--- src/rtl/rapid_pkg.sv ---
// Shared types and constants for the rapid in-order pipeline.
// control_s is the decode-to-execute control bundle.
package rapid_pkg;

    localparam int unsigned XLEN = 32;
    localparam logic [31:0] RESET_VECTOR = 32'h0000_0000;

    typedef struct packed {
        logic [4:0] rd;
        logic [4:0] rs1;
        logic [4:0] rs2;
        logic [2:0] funct3;
        logic       funct7_5;
        logic       alu_imm;
        logic       alu_reg;
        logic       mem;
        logic       iop;
        logic       cond_branch;
        logic       uncond_branch;
        logic       jalr;
        logic       lui;
        logic       auipc;
        logic       reg_write;
        logic       illegal;
    } control_s;

endpackage

--- src/rtl/rapid_instruction_decoder.sv ---
// RV32I decode stage: combinational decode of the fetched word, registered
// control bundle, immediate and PC, updated on each pipeline advance.
module rapid_instruction_decoder
    import rapid_pkg::*;
(
    input  logic            i_clk,
    input  logic            i_reset,
    input  logic [XLEN-1:0] i_instruction,
    input  logic [XLEN-1:0] i_pc,
    input  logic            i_pipeline_ready,
    output logic [XLEN-1:0] o_pc,
    output control_s        o_control_signal,
    output logic [XLEN-1:0] o_imm,
    output logic            o_done
);

    localparam logic [6:0] OPC_OP_IMM = 7'b0010011;
    localparam logic [6:0] OPC_OP     = 7'b0110011;
    localparam logic [6:0] OPC_LOAD   = 7'b0000011;
    localparam logic [6:0] OPC_STORE  = 7'b0100011;
    localparam logic [6:0] OPC_BRANCH = 7'b1100011;
    localparam logic [6:0] OPC_JAL    = 7'b1101111;
    localparam logic [6:0] OPC_JALR   = 7'b1100111;
    localparam logic [6:0] OPC_LUI    = 7'b0110111;
    localparam logic [6:0] OPC_AUIPC  = 7'b0010111;

    logic [6:0]      w_opcode;
    logic [XLEN-1:0] w_imm_i;
    logic [XLEN-1:0] w_imm_s;
    logic [XLEN-1:0] w_imm_b;
    logic [XLEN-1:0] w_imm_u;
    logic [XLEN-1:0] w_imm_j;
    logic [XLEN-1:0] w_imm;
    logic            w_writes_rd;
    control_s        w_ctrl;

    logic [XLEN-1:0] r_pc;
    logic [XLEN-1:0] r_imm;
    control_s        r_ctrl;
    logic            r_done;

    assign w_opcode = i_instruction[6:0];

    // Immediate formats, all sign-extended from bit 31
    assign w_imm_i = {{20{i_instruction[31]}}, i_instruction[31:20]};
    assign w_imm_s = {{20{i_instruction[31]}}, i_instruction[31:25], i_instruction[11:7]};
    assign w_imm_b = {{19{i_instruction[31]}}, i_instruction[31], i_instruction[7],
                      i_instruction[30:25], i_instruction[11:8], 1'b0};
    assign w_imm_u = {i_instruction[31:12], 12'b0};
    assign w_imm_j = {{11{i_instruction[31]}}, i_instruction[31], i_instruction[19:12],
                      i_instruction[20], i_instruction[30:21], 1'b0};

    always_comb begin
        w_ctrl          = '0;
        w_imm           = '0;
        w_writes_rd     = 1'b0;

        w_ctrl.rd       = i_instruction[11:7];
        w_ctrl.rs1      = i_instruction[19:15];
        w_ctrl.rs2      = i_instruction[24:20];
        w_ctrl.funct3   = i_instruction[14:12];
        w_ctrl.funct7_5 = i_instruction[30];

        case (w_opcode)
            OPC_OP_IMM: begin
                w_ctrl.alu_imm = 1'b1;
                w_writes_rd    = 1'b1;
                w_imm          = w_imm_i;
            end
            OPC_OP: begin
                w_ctrl.alu_reg = 1'b1;
                w_writes_rd    = 1'b1;
            end
            OPC_LOAD: begin
                w_ctrl.mem     = 1'b1;
                w_ctrl.iop     = 1'b1;
                w_writes_rd    = 1'b1;
                w_imm          = w_imm_i;
            end
            OPC_STORE: begin
                w_ctrl.mem     = 1'b1;
                w_imm          = w_imm_s;
            end
            OPC_BRANCH: begin
                w_ctrl.cond_branch = 1'b1;
                w_imm              = w_imm_b;
            end
            OPC_JAL: begin
                w_ctrl.uncond_branch = 1'b1;
                w_writes_rd          = 1'b1;
                w_imm                = w_imm_j;
            end
            OPC_JALR: begin
                w_ctrl.uncond_branch = 1'b1;
                w_ctrl.jalr          = 1'b1;
                w_writes_rd          = 1'b1;
                w_imm                = w_imm_i;
            end
            OPC_LUI: begin
                w_ctrl.lui     = 1'b1;
                w_writes_rd    = 1'b1;
                w_imm          = w_imm_u;
            end
            OPC_AUIPC: begin
                w_ctrl.auipc   = 1'b1;
                w_writes_rd    = 1'b1;
                w_imm          = w_imm_u;
            end
            default: begin
                w_ctrl.illegal = 1'b1;
            end
        endcase

        // Writes to x0 are dropped here so later stages never see them
        w_ctrl.reg_write = w_writes_rd && (w_ctrl.rd != 5'd0);
    end

    always_ff @(posedge i_clk or posedge i_reset) begin
        if (i_reset) begin
            r_pc   <= '0;
            r_imm  <= '0;
            r_ctrl <= '0;
            r_done <= 1'b0;
        end else if (i_pipeline_ready) begin
            r_pc   <= i_pc;
            r_imm  <= w_imm;
            r_ctrl <= w_ctrl;
            r_done <= 1'b1;
        end
    end

    assign o_pc             = r_pc;
    assign o_imm            = r_imm;
    assign o_control_signal = r_ctrl;
    assign o_done           = r_done;

endmodule

--- config.mk ---
export PLATFORM = sky130hd
export DESIGN_NAME = rapid_instruction_decoder
export DESIGN_NICKNAME = d
export VERILOG_FILES = /design/src/rtl/rapid_pkg.sv /design/src/rtl/rapid_instruction_decoder.sv
export SDC_FILE = /design/constraint.sdc
export NUM_CORES = 1
export LEC_CHECK = 0
export ABC_CLOCK_PERIOD_IN_PS = 5200
export BUFFER_PORTS_ARGS = -buffer_cell sky130_fd_sc_hd__buf_2
export CORE_AREA = 4 4 107 109
export CTS_CLUSTER_SIZE = 40
export DETAILED_ROUTE_END_ITERATION = 12
export DIE_AREA = 0 0 111 113
export HOLD_SLACK_MARGIN = 0.06
export REMOVE_ABC_BUFFERS = 1
export SYNTH_ARGS = -nofsm -noshare
export SYNTH_HDL_FRONTEND = slang
export SYNTH_SLANG_ARGS = --single-unit
--- constraint.sdc ---
create_clock -name i_clk -period 5.2 [get_ports i_clk]
set_clock_uncertainty 0.05 [all_clocks]
set_input_delay 0.52 -clock i_clk [delete_from_list [all_inputs] [get_ports i_clk]]
set_output_delay 0.52 -clock i_clk [all_outputs]
set_load 0.05 [all_outputs]
==> flow_summary.ini <==
[status]
outcome = complete, no violations

[die]
fp.coreArea_um2 = 10600
die_area_um2 = 12500
die_h_um = 113
pin_count = 162
rows = 38
fp.dieW_um = 111
initial_core_util_pct = 37.0

[global_routing]
met3_usage_pct = 5.83
grt_use_met2_pct = 24.2
grt_pass1_wl_mm = 15.6
met1_usage_pct = 19.6
grt_pass1_vias = 3135
antenna_found_initial = 0
track_usage_pct = 15.4
grt_max_degree = 85
grt.busiest_layer = met2
grt_overflow = 0

[critical_path]
crit_buf_inv = 2
crit_path_max_incr_delay_ns = 0.65
critPathArrivalTime_ns = 2.10
crit_type = in -> reg
worst-r2r-cell-count = 2
path_delay_family = buffers and inverters
path_depth = 3
crit_start = i_pipeline_ready
timing.rr.start = o_control_signal[6]$_DFFE_PP0P_
cp_max_fo = 84
crit_top_cell = buf_4
setup.worst_path.start_class = input pin
crit_chain = buf_4 > buf_4 > mux2_2
end_kind = flop
crit_slowest_cell = buf_4
required_ns = 5.40

[synthesis]
synth.distinct_cells = 41
syn_area_um2 = 3920
synthFlopType = dfrtp_1
synthCells = 331
synth_compound_area_share_pct = 11.2
synth.top_cell.area_share_pct = 60.6
synthTopCellsByCount = 95 x dfrtp_1, 48 x mux2_2, 33 x inv_1
synth.most_common_cell = dfrtp_1
synthAdderAreaFrac_pct = 0
yosys.area.top_type = dfrtp_1
yosys-top-cells-area = dfrtp_1 61%, mux2_2 14%, inv_1 3.2%, nand2_1 2.8%, a21oi_1 2.3%
ys_warn_count = 0
synthArstFlopShare_pct = 100
ys_ff_latch = 95
synthMuxAreaShare_pct = 14.0
avgSynthCellArea_um2 = 11.8
yosys.area_share.simple_pct = 8.71
ys_seq_area_share_pct = 60.6
synth_xor_area_share_pct = 0
synth_top_family_by_area = multiplexers
synth_edf_count = 0

[sta]
fin_ws_ns = 3.30
fmax_mhz = 526
worstMarginPinSlew_ns = 0.877
post-route-period-util_pct = 36.5
finalHoldViolations = 0
rsz0062_at_grt = false
tns_ns = 0
drv_slew = 0
setup_viol_count_final = 0
post-route-min-period_ns = 1.90
maxSlewHeadroom_pct = 41.6

[clock_tree]
cts_setup_buffers = 0
cts_buffers = 9
clockBufferDepth = 2
cts_resized = 0
clkSinkCount = 95
path_clk_slew_ns = 0.09
h-tree-depth = 3
tritoncts = done
cts_root_buffer = clkbuf_8
cts_hold_buf = 0
clk_latency_ns = 0.36

[routing]
vias_per_cell = 4.76
ant_nets = 0
drt_first_pass_iters = 4
dr_total_vias = 3004
drc = 0
first_iter_violations = 145
routed_wl_mm = 9.51
wl_per_cell_um = 15.1

[final_layout]
synthToLayoutAreaGrowth_pct = 30.0
multi_input_area_um2 = 1330
antenna_cells = 0
final_area_um2 = 5100
fin_nets = 553
fill_cells = 1028
fin_util_pct = 48.1
drive_gt1_share_pct = 48.3
regArea_um2 = 2380

[hold_path]
hold_class = in -> async

[pwr]
max-vdd-ir-drop_uv = 162
p_int_uw = 1260
netSwitchingFraction_pct = 31.5
sequentialPowerShare_pct = 44.3
leakage_uw = 0.00251
power_density_nw_per_um2 = 361
p_comb_share_pct = 21.2
switchingPower_uw = 579
p_clk_share_pct = 34.5

[placed_design]
placed_cell_area_um2 = 4830
port_buffers = 161
finalWeightedCongestion = 0.781
dp_hpwl_mm = 6.76
pre_cts_ws_ns = 2.91

[job]
drv_cap = 0
[area by class of cell]
| class | instances | share of cell area (%) |
|---|---|---|
| Timing Repair Buffer | 163 | 16.1 |
| Tap cell | 140 | 3.44 |
| Multi-Input combinational cell | 184 | 26.1 |
| Sequential cell | 95 | 46.6 |
| Clock buffer | 9 | 2.43 |
| Inverter | 33 | 2.48 |
| Clock inverter | 7 | 2.80 |
[sequential cells by signal, indices dropped and copies added, names as in the netlist]
signal,flops
o_done,1
o_imm,32
o_control_signal,30
o_pc,32
[power by group through the flow]
stage	Sequential, uW	Clock, uW	Combinational (uW)
after detailed placement	830	0	396
after floorplan	1020	0	79.0
final	816	635	391
after global routing	823	687	417
after CTS	816	658	396
after global placement	829	0	392
[layer usage]
metal / part of all wire, % / vias up
met2: 45 / 110
met4: 1.7 / 0
met5: 0 / -
li1: - / 1445
met3: 8.8 / 14
met1: 44 / 1435
[stage by stage]
step / hold slack (ns) / instances / power [uW]
finish: 0.0735 / 631 / 1840
global route: 0.0819 / 631 / 1930
CTS: 0.0675 / 631 / 1870
detailed placement: 0.395 / 615 / 1230
global placement: 0.398 / 615 / 1220
floorplan: 0.555 / 312 / 1100
[cells in the final DEF, fill, tap and decap left out, types with 2 or more instances in the layout]
cell type  Yosys  routed
o32ai_1        2       2
o221ai_1       8       8
buf_4          2       3
clkbuf_8       0       9
nor4_1         2       2
nor2b_1        2       2
o21ai_0       11      11
a21oi_1       18      18
dfrtp_1       95      95
mux2_2        48      48
inv_1         33      32
nor2_1        22      22
nand3_1        4       4
a22oi_1        4       4
and3b_1        2       2
buf_2          3     160
bufinv_16      0       4
nand2_1       29      29
o22ai_1       11      11
[final timing paths]
path,endpoint,slack (ns)
hold reg to reg,o_done$_DFFE_PP0P_,0.43
setup / recovery,o_pc[19]$_DFFE_PP0P_,3.30
setup reg to reg,o_control_signal[6]$_DFFE_PP0P_,4.31
max in group asynchronous,o_control_signal[3]$_DFFE_PP0P_,3.83
hold / removal,o_pc[21]$_DFFE_PP0P_,0.07
min in group i_clk,o_pc[24]$_DFFE_PP0P_,0.33
[kinds of logic (layout without fill, tap and decap cells)]
| kind of cell | count (synthesis) | count (layout) |
|---|---|---|
| compound gates | 65 | 65 |
| mux | 49 | 49 |
| flops | 95 | 95 |
| buf+inv | 52 | 212 |
| simple gates | 70 | 70 |
(Power assumes the default switching activity.)
